==> config.mk <==
export PLATFORM = sky130hd
export DESIGN_NAME = jtframe_6801_periph
export DESIGN_NICKNAME = d
export VERILOG_FILES = /design/src/rtl/jtframe_6801_periph.sv
export SDC_FILE = /design/constraint.sdc
export NUM_CORES = 1
export LEC_CHECK = 0
export ABC_AREA = 1
export BUFFER_PORTS_ARGS = -buffer_cell sky130_fd_sc_hd__clkbuf_2
export CAP_MARGIN = 15
export CORE_ASPECT_RATIO = 1.25
export CORE_MARGIN = 10
export CORE_UTILIZATION = 55
export DETAILED_ROUTE_END_ITERATION = 12
export PLACE_DENSITY = 0.78
export SYNTH_ARGS = -nofsm -noshare
export SYNTH_HDL_FRONTEND = slang
export SYNTH_SLANG_ARGS = --single-unit
==> constraint.sdc <==
create_clock -name clk -period 3 [get_ports clk]
set_input_delay 0.6 -clock clk [delete_from_list [all_inputs] [get_ports clk]]
set_output_delay 0.6 -clock clk [all_outputs]
set_load 0.01 [all_outputs]
==> src/rtl/jtframe_6801_periph.sv <==
// 6801/63701 on-chip peripherals: I/O ports, free-running timer, output compare, input capture, TCSR.
// Optional macro JTFRAME_6801_OCPIN_EN drives the compare level onto P2 bit 1.
module jtframe_6801_periph #(
    parameter int          PORTN     = 4,
    parameter logic [15:0] FRC_WRVAL = 16'hFFF8
)(
    input  logic               clk,
    input  logic               rst,
    input  logic               cen,
    input  logic               cs,
    input  logic               wrn,
    input  logic [4:0]         addr,
    input  logic [7:0]         din,
    output logic [7:0]         dout,
    input  logic [8*PORTN-1:0] port_in,
    output logic [8*PORTN-1:0] port_out,
    output logic [8*PORTN-1:0] port_dir,
    output logic               irq_icf,
    output logic               irq_ocf,
    output logic               irq_tof
);
    localparam bit HAS_IC = PORTN >= 2;

    logic [7:0]  ddr [4];
    logic [7:0]  dat [4];
    logic [7:0]  pin [4];
    logic [15:0] frc, ocr, icr, frc_nx;
    logic [7:0]  lowbuf;
    logic        icf, ocf, tof, eici, eoci, etoi, iedg, olvl;
    logic        arm_icf, arm_ocf, arm_tof;
    logic        ic_prev, cap_pin;
    logic        wr, rd, frc_wrap, ocr_wr, oc_match, ic_edge;
    logic        icf_clr, ocf_clr, tof_clr, tcsr_rd;
    logic [1:0]  pidx;
    logic        port_ok;

    assign wr      = cen & cs & ~wrn;
    assign rd      = cen & cs & wrn;
    // Port map interleaves DDR/DAT pairs: index = {addr[2], addr[0]}, addr[1] selects data
    assign pidx    = {addr[2], addr[0]};
    assign port_ok = (addr[4:3] == 2'b00) && (int'(pidx) < PORTN);

    for (genvar g = 0; g < 4; g++) begin : g_port
        if (g < PORTN) begin : g_on
            assign pin[g]             = port_in[8*g +: 8];
            assign port_out[8*g +: 8] = dat[g];
            assign port_dir[8*g +: 8] = ddr[g];
        end else begin : g_off
            assign pin[g] = 8'hFF;
        end
    end

    if (HAS_IC) begin : g_cap
        assign cap_pin = port_in[8];
    end else begin : g_nocap
        assign cap_pin = 1'b0;
    end

    always_comb begin
        frc_nx   = frc + 16'd1;
        frc_wrap = (frc == 16'hFFFF);
        if (wr && addr == 5'h09) begin
            frc_nx   = FRC_WRVAL;
            frc_wrap = 1'b0;
        end
    end

    assign ocr_wr   = wr && (addr == 5'h0B || addr == 5'h0C);
    assign oc_match = cen && !ocr_wr && (frc_nx == ocr);
    assign ic_edge  = HAS_IC && cen && (iedg ? (cap_pin && !ic_prev) : (!cap_pin && ic_prev));
    assign tcsr_rd  = rd && addr == 5'h08;
    assign icf_clr  = rd && addr == 5'h0D && arm_icf;
    assign ocf_clr  = ocr_wr && arm_ocf;
    assign tof_clr  = rd && addr == 5'h09 && arm_tof;

    assign irq_icf = icf & eici;
    assign irq_ocf = ocf & eoci;
    assign irq_tof = tof & etoi;

    always_comb begin
        dout = 8'hFF;
        if (port_ok) begin
            dout = addr[1] ? ((dat[pidx] & ddr[pidx]) | (pin[pidx] & ~ddr[pidx])) : ddr[pidx];
        end else begin
            case (addr)
                5'h08:   dout = {icf, ocf, tof, eici, eoci, etoi, iedg, olvl};
                5'h09:   dout = frc[15:8];
                5'h0A:   dout = lowbuf;
                5'h0B:   dout = ocr[15:8];
                5'h0C:   dout = ocr[7:0];
                5'h0D:   dout = icr[15:8];
                5'h0E:   dout = icr[7:0];
                default: dout = 8'hFF;
            endcase
        end
    end

    always_ff @(posedge clk) begin
        if (rst) begin
            for (int i = 0; i < 4; i++) begin
                ddr[i] <= 8'h00;
                dat[i] <= 8'h00;
            end
            frc     <= 16'h0000;
            ocr     <= 16'hFFFF;
            icr     <= 16'h0000;
            lowbuf  <= 8'h00;
            {icf, ocf, tof, eici, eoci, etoi, iedg, olvl} <= 8'h00;
            arm_icf <= 1'b0;
            arm_ocf <= 1'b0;
            arm_tof <= 1'b0;
            ic_prev <= 1'b0;
        end else if (cen) begin
            frc     <= frc_nx;
            ic_prev <= cap_pin;
            if (ic_edge) icr <= frc;
            if (rd && addr == 5'h09) lowbuf <= frc[7:0];
            if (wr && addr == 5'h08) {eici, eoci, etoi, iedg, olvl} <= din[4:0];
            if (wr && addr == 5'h0B) ocr[15:8] <= din;
            if (wr && addr == 5'h0C) ocr[7:0]  <= din;
`ifdef JTFRAME_6801_OCPIN_EN
            if (oc_match && HAS_IC) dat[1][1] <= olvl;
`endif
            // CPU port writes come last so they override the compare pin update
            if (wr && port_ok) begin
                if (addr[1]) dat[pidx] <= din;
                else         ddr[pidx] <= din;
            end

            // Set beats clear; a clear always drops the arm bit
            if (ic_edge)       icf <= 1'b1;
            else if (icf_clr)  icf <= 1'b0;
            if (icf_clr)       arm_icf <= 1'b0;
            else if (tcsr_rd && icf) arm_icf <= 1'b1;

            if (oc_match)      ocf <= 1'b1;
            else if (ocf_clr)  ocf <= 1'b0;
            if (ocf_clr)       arm_ocf <= 1'b0;
            else if (tcsr_rd && ocf) arm_ocf <= 1'b1;

            if (frc_wrap)      tof <= 1'b1;
            else if (tof_clr)  tof <= 1'b0;
            if (tof_clr)       arm_tof <= 1'b0;
            else if (tcsr_rd && tof) arm_tof <= 1'b1;
        end
    end
endmodule

# Word-level counts from Yosys, hierarchy flattened
# Memory sizes are Yosys's and may differ from the RTL's.
# Index checks and enable logic that the tools add are counted.
# Widths: inputs -> output; s select.
[word_totals] reg_bits=68 ramBits=64 input_bits=50 output_inout_bits=75 mem_count=2
[memory_table] memory="dat" depth=4 width=8 read_ports=5 rd_ports_with_merged_regs=0 write_ports=4 line_no="25" source="logic [7:0] dat [4];"
[memory_table] memory="ddr" depth=4 width=8 read_ports=5 rd_ports_with_merged_regs=0 write_ports=4 line_no="24" source="logic [7:0] ddr [4];"
[classes] n_addsub=1 n_lt_le_gt_ge=1 eq_ne=9 n_mux=39 bitwise=12 reduce_logical=44
[op_table] operator="$pmux 8 s7" n=1
[op_table] operator="$mux 8" n=6
[op_table] operator="$eq 5x4->1 const B" n=7
[op_table] operator="$mux 1" n=28
[op_table] operator="$reduce_and 2->1" n=11
[op_table] operator="$logic_and 1x1->1" n=20
[op_table] operator="$add 16x1->16 const B" n=1
[op_table] operator="$and 8x8->8" n=2
[op_table] operator="$bmux 8 s2" n=1
[op_table] operator="$eq 16x16->1" n=1
[op_table] operator="$eq 16x16->1 const B" n=1
[op_table] operator="$mux 16" n=1
[op_table] operator="$reduce_or 8->1" n=2
[op_table] operator="$reduce_bool 2->1" n=6
[op_table] operator="$not 8->8" n=1
[op_table] operator="$or 8x8->8" n=1
[op_table] operator="$and 1x1->1" n=6
[op_table] operator="$mux 2" n=2
[op_table] operator="$ge 3x3->1 const B" n=1
[op_table] operator="$logic_not 1->1" n=3
[op_table] operator="$not 2->3" n=1
[op_table] operator="$logic_not 2->1" n=1
[op_table] operator="$logic_or 1x1->1" n=1
[op_table] operator="$not 1->1" n=1

# Logic depth before layout (Yosys ltp)
# Gate-level depths: netlist (run 1).
[depth] depth_word=9 ltp_mapped=13

# Worst setup path after synthesis (run 1)
# Ideal clock, no wire load.
[synth_timing] kind="input to output" start="input port addr[0]" end="output port dout[1]" t_arrival_ns=1.660 setup_slack_ns=0.740 cell_stages=10 n_path_buf=2 path_cell_list="buf_4 inv_2 clkbuf_1 nor2_1 o22ai_1 nor2_1 nand2_1 nand3_1 o31ai_1 inv_1"
[synth_between] elab_chain_len=8 word_cells_on_any_way=20
[synth_lines] element="start: declaration" line_no="12" source="input logic [4:0] addr,"
[synth_lines] element="$not 2->3 (not written as such)" line_no="83" source="dout = addr[1] ? ((dat[pidx] & ddr[pidx]) | (pin[pidx] & ~ddr[pidx])) : ddr[pidx];"
[synth_lines] element="$bmux 8 s2" line_no="83"
[synth_lines] element="$mux 8 (not written as such) (2 in series)" line_no="83"
[synth_lines] element="$and 8x8->8" line_no="83"
[synth_lines] element="$or 8x8->8" line_no="83"
[synth_lines] element="$mux 8" line_no="83"
[synth_lines] element="$mux 8 *" line_no="82" source="if (port_ok) begin"
[synth_lines] element="end: declaration" line_no="14" source="output logic [7:0] dout,"
# Mark *: on every way between the ends. The rest lies on a longest branch, timed or not. The select of a mux whose other input is x is not followed.

# Final worst setup path (run 1)
[layout_timing] start="input port addr[2]" end="output port dout[2]"
# Same word-level chain as after synthesis.

==> impl_metrics.yaml, run 1 <==
floorplan:
  coreArea_um2: 12200
  floorplan.io_pins: 125
  die_width_um: 120
  core.rowCount: 45
  fp.dieH_um: 145
  fp.dieArea_um2: 17400
  start_util_pct: 56.3
timing:
  grt_setup_unrepaired: "false"
  timing.max_slew.rel_slack_pct: 61.5
  clock_period_minus_worst_slack_ps: 2770
  fmax_ghz: 0.361
  min_period_over_period_pct: 92.5
  finalSetupViolCount: 0
  fin_setup_tns_ps: 0
  hold_viol_final: 0
  final-max-slew-violation-count: 0
  worstMarginPinSlew_ps: 578
  timing.clock.skew_ps: 7.09
final_layout:
  final_net_count: 1066
  antenna_cells_inserted: 0
  final_cell_count_no_fill: 1192
  layout-drive-gt1-share_pct: 21.9
  area.growth.synth_to_final_pct: 20.2
yosys:
  yosys_warnings: 0
  synth.mux.area_fraction_pct: 0
  synth.net_count: 939
  synth_top_area_share_pct: 28.0
  synth.distinct_cells: 40
  post_synthesis_adder_cell_area_fraction_pct: 0.182
  combinational_family_with_the_most_area_after_synthesis: "simple AND/OR/NAND/NOR gates"
  syn-cell-area_um2: 6870
  synth.ff_latch_count: 132
  synth_area_leaders: "edfxtp_1 (28%), dfxtp_1 (20%), nand2_1 (8.1%)"
  post_synth_and_or_nand_nor_area_fraction_pct: 24.6
  synth-xor-area-share_pct: 0.255
  synth-compound-area-share_pct: 19.0
  top_cell_type_by_total_area_after_synthesis: "edfxtp_1"
  avgSynthCellArea_um2: 7.74
  cell_count_after_synthesis: 888
  synth.yosys.seq_area_share_pct: 47.8
status:
  outcome: "complete, no violations"
detailed_routing:
  vias: 6979
  ratio_of_routed_vias_to_standard_cells: 5.85
  drc: 0
  first_pass_iters: 6
  route.antenna.remaining_nets: 0
  postRouteWirelength_um: 23700
  wire_per_inst_um: 19.8
  detailedRoute.firstIterationViolations: 736
clocking:
  cts_hold_repair.buffers: 0
  path_clk_slew_ps: 60
  ctsResizeCount: 0
  ctsHtreeMaxLevel: 4
  clock_latency_ps: 430
  cts_num_sinks: 132
  cts_tree: "built"
  deepest_clock_path_buffer_count: 2
  cts_root_buffer: "clkbuf_16"
  cts_inserted_buffers: 17
  post-cts-setup-buffer-count: 0
placement:
  numPlacedInstances: 1159
  io_buffer_count: 124
  gp_routability_congestion: 0.999
  detailed_place_hpwl_um: 17700
setup_path:
  cpPeakStageDelay_ps: 370
  crit_fanout: 27
  timing.critical_path.slowest_stage_cell: "o22ai_1"
  criticalPathCategory: "in -> out"
  critical_path.cell_chain: "clkbuf_2, buf_4, o21ai_0, o22ai_1, o21ai_0, nand3_1, nand2_1, inv_1, clkbuf_2"
  cp-start-kind: "primary input"
  critPathArrivalTime_ps: 2170
  critical_path_required_ps: 2400
  crit_path_end_kind: "output port"
grt:
  first_pass_grt_wire_length_um: 36800
  grt_antenna_before_repair: 0
  first_global_vias: 6745
  grt_max_degree: 34
  gr-total-overflow: 0
  grt_util_all_layers_pct: 26.7
power:
  power.density_nw_per_um2: 548
  vdd_drop_max_mv: 0.380
  fin_total_pwr_mw: 4.53
  leakage_nw: 3.69
worst_hold_path:
  hold_path.class: "reg -> reg"
job:
  timing.max_cap.violations: 0
[registers in the layout (all words and copies together), names as in the netlist]
signal	count
ddr	32
iedg	1
tof	1
ocr	16
olvl	1
lowbuf	8
icr	16
icf	1
arm_icf	1
dat	32
frc	16
etoi	1
arm_ocf	1
eoci	1
arm_tof	1
ocf	1
ic_prev	1
eici	1
[stage by stage]
stage | hold WS, ps | utilization [%] | cell area [µm²] | setup WS (ps)
floorplan | 423 | - | 6870 | 740
global placement | 437 | 63.0 | 7700 | 336
detailed placement | 441 | 63.0 | 7700 | 304
CTS | 450 | 67.6 | 8260 | 307
global route | 469 | 67.6 | 8260 | 81.5
finish | 453 | 67.6 | 8260 | 226
[synthesized netlist by cell type (all sizes together)]
cell / number
inv: 95
o31ai: 1
o2111ai: 5
nand3: 44
o22ai: 24
a21oi: 63
nor3: 9
a31oi: 2
a22oi: 11
nand4: 16
dfxtp: 68
xor2: 2
nor2: 151
o221ai: 2
ha: 1
o211ai: 16
nor4: 2
clkbuf: 24
o21ai: 87
a221oi: 1
o21bai: 2
edfxtp: 64
clkinv: 4
nand3b: 2
nand2: 163
a211oi: 10
buf: 19
[where the power goes]
group | switching, mW | internal, mW
sequential | 0.0746 | 1.96
clock | 0.850 | 1.15
combinational | 0.335 | 0.167
total | 1.26 | 3.27
[per-layer routing]
layer	up-vias	track usage [%]	share of wire (%)
met2	410	43.6	48
met4	0	15.5	5.0
met3	70	7.05	9.3
met5	-	0	0
met1	3216	30.7	37
li1	3283	-	-
[final timing paths]
| path | start | end | slack (ps) | depth (start not counted) |
|---|---|---|---|---|
| max | addr[2] | dout[2] | 230 | 9 |
| min | icr[15] | icr[15] | 450 | 2 |
| max reg2reg | frc[1] | ocf | 880 | 11 |
| min reg2reg | icr[15] | icr[15] | 450 | 2 |
[area by class of cell]
class                      count  area, µm²
multi-input combinational    614       3020
timing repair buffer         151        821
sequential                   132       3280
clock inverter                14        130
fill                        1063       3950
clock buffer                  18        429
inverter                      99        372
tap                          164        205
[cell families after synthesis]
| kind of cell | count (synthesis) |
|---|---|
| flops | 132 |
| buf+inv | 142 |
| compound gates | 224 |
| simple gates | 387 |
| xor+xnor | 2 |
| fa+ha+maj | 1 |
[placed cells by master (no fill, tap or decap), drive strengths merged]
cell type and count:
o221ai 2, edfxtp 64, bufinv 1, dfxtp 68
xor2 2, clkinvlp 5, o21bai 2, nand2 163
a31oi 2, nor4 2, clkinv 8, o2111ai 5
ha 1, o22ai 24, a21oi 63, nand4 16
o31ai 1, a211oi 10, buf 27, o21ai 87
inv 99, o211ai 16, a22oi 11, nand3b 2
a221oi 1, nor3 9, clkbuf 142, nor2 151
nand3 44
[worst max-delay path, delay by kind of cell]
| family | cells | cell delay, ps |
|---|---|---|
| compound gates | 3 | 680 |
| buf+inv | 4 | 740 |
| simple gates | 2 | 150 |
Power figures use the tool's default switching activity.
==> run 2: changes to the inputs <==
--- a/config.mk
+++ b/config.mk
@@ -5,7 +5,6 @@
 export SDC_FILE = /design/constraint.sdc
 export NUM_CORES = 1
 export LEC_CHECK = 0
-export ABC_AREA = 1
 export BUFFER_PORTS_ARGS = -buffer_cell sky130_fd_sc_hd__clkbuf_2
 export CAP_MARGIN = 15
 export CORE_ASPECT_RATIO = 1.25
==> run 2 against run 1 <==
Against the previous run: setup slack got worse by 130 ps; clock power about the same; largest power group unchanged; combinational power decreased by 6.4%; sequential power decreased by 2%; clock-buffer cell count unchanged; critical path depth decreased by 2; worst hold slack improved by 3.4 ps; synthesized area increased by 4.1%; total power decreased by 2.5%; first-iteration DRC count decreased by 29%; sequential share of layout area decreased by 1.5 points.
==> impl_metrics.yaml, run 2 <==
status:
  outcome: "complete, no violations"
floorplan:
  core.rowCount: 46
  floorplan.io_pins: 125
  fp.dieArea_um2: 18000
  fp.dieH_um: 148
  die_width_um: 122
  start_util_pct: 56.2
  coreArea_um2: 12700
worst_hold_path:
  worstHoldStart: "lowbuf[7]"
  whs_path_depth: 2
  min_to: "lowbuf[7]"
  hold_path.class: "reg -> reg"
placement:
  io_buffer_count: 124
  detailed_place_hpwl_um: 17300
  place_area_um2: 8030
  gp_routability_congestion: 0.970
setup_path:
  critPathBufInv: 2
  reg2reg_start: "frc[5]"
  critPathArrivalTime_ps: 2310
  setup.reg_to_reg.worst_slack_ps: 480
  critPathTopFamily: "simple AND/OR/NAND/NOR gates"
  crit-reg2reg-capture: "ocf"
  timing.critical_path.slowest_stage_cell: "nor2b_1"
  crit_fanout: 6
  critical_path_required_ps: 2400
  cpPeakStageDelay_ps: 420
  ff2ff_path_depth: 7
  criticalPathCategory: "in -> out"
  crit_path_end_kind: "output port"
  critical_path.cell_chain: "clkbuf_2, nor2b_1, nand2_1, nor2_1, a222oi_1, a31oi_1, clkbuf_2"
  cp-start-kind: "primary input"
  timing.critical_path.mode_cell: "clkbuf_2"
yosys:
  synth_top_area_share_pct: 26.9
  ys_async_sr_fraction_pct: 0
  synth_area_leaders: "edfxtp_1 (27%), dfxtp_1 (19%), mux4_2 (7.6%)"
  synth.net_count: 797
  synth.distinct_cells: 56
  avgSynthCellArea_um2: 9.59
  synthMostInstantiatedCell: "nand2_1"
  top_cell_type_by_total_area_after_synthesis: "edfxtp_1"
  synth_top_cells_by_count: "nand2_1 (102), dfxtp_1 (68), edfxtp_1 (64)"
  synth_edf_count: 64
  dominantRegCellSynth: "dfxtp_1"
  synth.ff_latch_count: 132
  synth.yosys.seq_area_share_pct: 45.9
  syn-cell-area_um2: 7150
  yosys_warnings: 0
  cell_count_after_synthesis: 746
final_layout:
  nFillCells: 964
  top_regs: "dat: 32 flops, ddr: 32 flops"
  design_area_um2: 8590
  layout.cells.most_common: "clkbuf_2"
  area.growth.synth_to_final_pct: 20.0
  final_net_count: 912
  final_cell_mix: "clkbuf_2 (124), nand2_1 (102), dfxtp_1 (68)"
  multiInputGateArea_um2: 3590
  layout-drive-gt1-share_pct: 26.4
  antenna_cells_inserted: 0
  ff_latch_area_um2: 3280
power:
  p_int_mw: 3.27
  leakage_nw: 3.62
  clock_power_share_pct: 44.6
  sequentialPowerShare_pct: 44.8
  power.density_nw_per_um2: 514
  netSwitchingPower_mw: 1.14
  netSwitchingFraction_pct: 25.9
  vdd_drop_max_mv: 0.380
  power_frac_comb_pct: 10.6
detailed_routing:
  ratio_of_routed_vias_to_standard_cells: 6.28
  first_pass_iters: 6
  detailedRoute.firstIterationViolations: 522
  drc: 0
  vias: 6543
  wire_per_inst_um: 22.5
  postRouteWirelength_um: 23500
  route.antenna.remaining_nets: 0
clocking:
  deepest_clock_path_buffer_count: 2
  cts_num_sinks: 132
  post-cts-setup-buffer-count: 0
  cts_inserted_buffers: 17
  ctsResizeCount: 0
  cts_hold_repair.buffers: 0
  path_clk_slew_ps: 60
  ctsHtreeMaxLevel: 4
  cts_tree: "built"
  clock_latency_ps: 420
  cts_root_buffer: "clkbuf_16"
timing:
  timing.clock.skew_ps: 5.44
  final-max-slew-violation-count: 0
  fin_hold_ws_ps: 456
  min_period_over_period_pct: 96.9
  clock_period_minus_worst_slack_ps: 2910
  worstMarginPinSlew_ps: 534
  fmax_ghz: 0.344
  grt_setup_unrepaired: "false"
  finalSetupViolCount: 0
  fin_setup_tns_ps: 0
  hold_viol_final: 0
  timing.max_slew.rel_slack_pct: 64.0
grt:
  grt_antenna_before_repair: 0
  first_pass_grt_wire_length_um: 36100
  gr-total-overflow: 0
  grt_util_all_layers_pct: 25.7
  grt_max_degree: 50
  first_global_vias: 6451
job:
  timing.max_cap.violations: 0
[run 2: cell count changes in the layout (fill, tap and decap cells not counted), moves of 13 or more]
cell | previous run | this run
inv_1 | 89 | 5
o22ai_1 | 24 | 0
nor2_1 | 136 | 55
mux2i_1 | 0 | 17
o21ai_0 | 83 | 21
nand2_1 | 149 | 102
and3_1 | 0 | 39
mux4_2 | 0 | 24
nand3b_1 | 2 | 21
and2_1 | 0 | 39
nand2_2 | 13 | 0
o211ai_1 | 16 | 2
nand3_1 | 40 | 24
[run 2: logic make-up after synthesis]
family,share of synthesized area [%]
and+or+nand+nor,24.7
AOI/OAI and AO/OA,12.2
DFF,45.9
buffers and inverters,3.95
muxes,10.7
xor gates and xnor gates,2.33
adders and majority gates,0.175
[run 2: worst max path at each step]
| stage | from | to | slack, ps | cells past startpoint |
|---|---|---|---|---|
| after floorplan | addr[0] | dout[2] | 220 | 6 |
| after global placement | addr[3] | dout[4] | 110 | 8 |
| after detailed placement | addr[0] | dout[2] | 180 | 8 |
| after CTS | addr[3] | dout[0] | 140 | 7 |
| after global routing | addr[3] | dout[0] | 20 | 7 |
| final | addr[3] | dout[0] | 90 | 7 |
[run 2: layout make-up]
class	count	area share, %
clock buffers	18	5.00
clock inverters	14	1.50
inverters	5	0.219
multi-input cells	544	41.8
flip-flops and latches	132	38.2
well taps	168	2.45
repair buffers	161	10.8
[run 2: per-stage QoR]
stage,std cells,utilization (%),power [mW],worst slack [ps]
after CTS,1042,67.5,4.42,136
after global routing,1042,67.5,4.53,21.0
after floorplan,746,-,2.26,218
final,1042,67.5,4.42,94.2
after global placement,1010,63.1,2.47,112
after detailed placement,1010,63.1,2.48,179
[run 2: power by group through the flow]
stage / Clock, mW / Sequential, mW / Combinational, mW
2_1_floorplan: 0 / 2.03 / 0.238
3_3_place_gp: 0 / 2.01 / 0.459
5_1_grt: 2.05 / 1.98 / 0.503
6_report: 1.97 / 1.98 / 0.470
3_5_place_dp: 0 / 2.01 / 0.464
4_1_cts: 1.98 / 1.98 / 0.467
[run 2: per-layer routing]
layer | global-route usage [%] | vias to the layer above | wire (µm)
li1 | - | 2957 | -
met1 | 29.1 | 3102 | 8750
met2 | 42.5 | 394 | 11200
met3 | 6.33 | 90 | 2150
met4 | 15.9 | 0 | 1390
met5 | 0 | - | 0
[run 2: tightest hold or removal path, delay by kind of cell (launching register included)]
family / cells / cell delay [ps]
flip-flops: 1 / 310
AND/OR/NAND/NOR: 1 / 50
AO/OA/AOI/OAI: 1 / 50
==> run 3: changes to the inputs <==
--- a/config.mk
+++ b/config.mk
@@ -9,9 +9,9 @@
 export CAP_MARGIN = 15
 export CORE_ASPECT_RATIO = 1.25
 export CORE_MARGIN = 10
-export CORE_UTILIZATION = 55
+export CORE_UTILIZATION = 61
 export DETAILED_ROUTE_END_ITERATION = 12
-export PLACE_DENSITY = 0.78
+export PLACE_DENSITY = 0.85
 export SYNTH_ARGS = -nofsm -noshare
 export SYNTH_HDL_FRONTEND = slang
 export SYNTH_SLANG_ARGS = --single-unit
==> run 3 against run 2 <==
Against the previous run: non-clock buffer count up 1; sequential power about the same; combinational power up 0.9%; critical path depth up 1; critical endpoint is now dout[4]; wire length up 1.5%; design area up 0.45%; die area down 8.4%; setup slack better by 80 ps.
==> impl_metrics.yaml, run 3 (synthesized netlist as in run 2, its figures left out) <==
setup_path:
  cp-start-kind: "primary input"
  crit_fanout: 17
  critPathArrivalTime_ps: 2230
  crit_path_end_kind: "output port"
  critPathTopFamily: "buffers and inverters"
  critical_path.cell_chain: "clkbuf_2, buf_12, buf_4, mux4_2, a21o_1, a21oi_1, a31oi_1, clkbuf_2"
  timing.critical_path.slowest_stage_cell: "mux4_2"
  timing.critical_path.mode_cell: "clkbuf_2"
  critical_path_required_ps: 2400
  cpPeakStageDelay_ps: 490
  criticalPathCategory: "in -> out"
  critPathBufInv: 4
final_layout:
  final_cell_mix: "clkbuf_2 (124), nand2_1 (102), dfxtp_1 (68)"
  layout-drive-gt1-share_pct: 26.7
  final_net_count: 913
  layout.cells.most_common: "clkbuf_2"
  layout.core_utilization_pct: 74.6
  top_regs: "dat: 32 flops, ddr: 32 flops"
  antenna_cells_inserted: 0
  area.growth.synth_to_final_pct: 20.6
floorplan:
  fp.dieArea_um2: 16500
  core.rowCount: 44
  die_width_um: 117
  start_util_pct: 61.9
  floorplan.io_pins: 125
  fp.dieH_um: 141
  coreArea_um2: 11600
detailed_routing:
  wire_per_inst_um: 23.5
  detailedRoute.firstIterationViolations: 809
  ratio_of_routed_vias_to_standard_cells: 6.60
  postRouteWirelength_um: 23800
  first_pass_iters: 9
  route.antenna.remaining_nets: 0
  drc: 0
  vias: 6682
clocking:
  ctsHtreeMaxLevel: 4
  clock_latency_ps: 430
  cts_hold_repair.buffers: 0
  ctsResizeCount: 0
  cts_root_buffer: "clkbuf_16"
  deepest_clock_path_buffer_count: 2
  cts_tree: "built"
  cts_inserted_buffers: 17
  path_clk_slew_ps: 60
  post-cts-setup-buffer-count: 0
  cts_num_sinks: 132
placement:
  detailed_place_hpwl_um: 17500
  gp_routability_congestion: 1.01
  io_buffer_count: 124
timing:
  fin_setup_tns_ps: 0
  min_period_over_period_pct: 94.2
  timing.max_slew.rel_slack_pct: 58.2
  finalSetupViolCount: 0
  clock_period_minus_worst_slack_ps: 2830
  final-max-slew-violation-count: 0
  timing.clock.skew_ps: 7.75
  fmax_ghz: 0.354
  hold_viol_final: 0
  worstMarginPinSlew_ps: 627
  grt_setup_unrepaired: "false"
  fin_hold_ws_ps: 474
grt:
  grt_max_degree: 70
  gr-total-overflow: 0
  first_pass_grt_wire_length_um: 36200
  first_global_vias: 6327
  grt_antenna_before_repair: 0
  grt_util_all_layers_pct: 29.0
power:
  leakage_nw: 3.68
  power.density_nw_per_um2: 537
  fin_total_pwr_mw: 4.63
  vdd_drop_max_mv: 0.376
job:
  timing.max_cap.violations: 0
status:
  outcome: "complete, no violations"
worst_hold_path:
  hold_path.class: "reg -> reg"
==> run 3: cell count changes in the layout (fill, tap and decap cells not counted), sizes merged <==
cell,change
bufinv,+2
inv,+4
clkinvlp,-5
clkbuf,-1
buf,+1
==> run 3: tightest hold or removal path: cells and delay by family (launching register included) <==
| kind | cells | cell delay, ps |
|---|---|---|
| AO/OA/AOI/OAI | 1 | 50 |
| flip-flops | 1 | 320 |
| AND/OR/NAND/NOR | 1 | 60 |
==> run 3: stage by stage <==
| stage | instance area (µm²) | setup slack, ps | instances |
|---|---|---|---|
| 3_5_place_dp | 8010 | 182 | 981 |
| 6_report | 8630 | 174 | 1013 |
| 5_1_grt | 8630 | 113 | 1013 |
| 3_3_place_gp | 8010 | 231 | 981 |
| 4_1_cts | 8630 | 180 | 1013 |
| 2_1_floorplan | 7150 | 218 | 746 |
==> run 3: layout make-up <==
| class | count | area [µm²] |
|---|---|---|
| fillers | 839 | 2940 |
| multi-input cells | 544 | 3590 |
| repair buffers | 162 | 943 |
| well taps | 138 | 173 |
| inverters | 5 | 18.8 |
| clock buffers | 17 | 425 |
| clock inverters | 15 | 189 |
| flip-flops and latches | 132 | 3280 |
==> run 3: power breakdown <==
part           leakage, nW  switching, mW  internal, mW
registers             1.16         0.0407          1.94
logic                 2.22          0.283         0.192
clock network        0.302          0.848          1.33
total                 3.68           1.17          3.46
==> run 3: final timing paths <==
kind         startpoint       to  slack (ps)  depth (start not counted)
max             addr[0]  dout[4]         170                          8
max reg2reg      frc[2]      ocf         470                          7
min reg2reg        olvl     olvl         470                          2
min                olvl     olvl         470                          2
==> run 3: per-layer routing <==
layer	vias to the layer above	wire length (µm)	GRT usage, %	share of wire (%)
met4	0	838	12.5	3.5
met2	407	11600	46.1	48
met5	-	0	0	0
li1	2965	-	-	-
met1	3239	9040	37.2	38
met3	71	2400	5.86	10
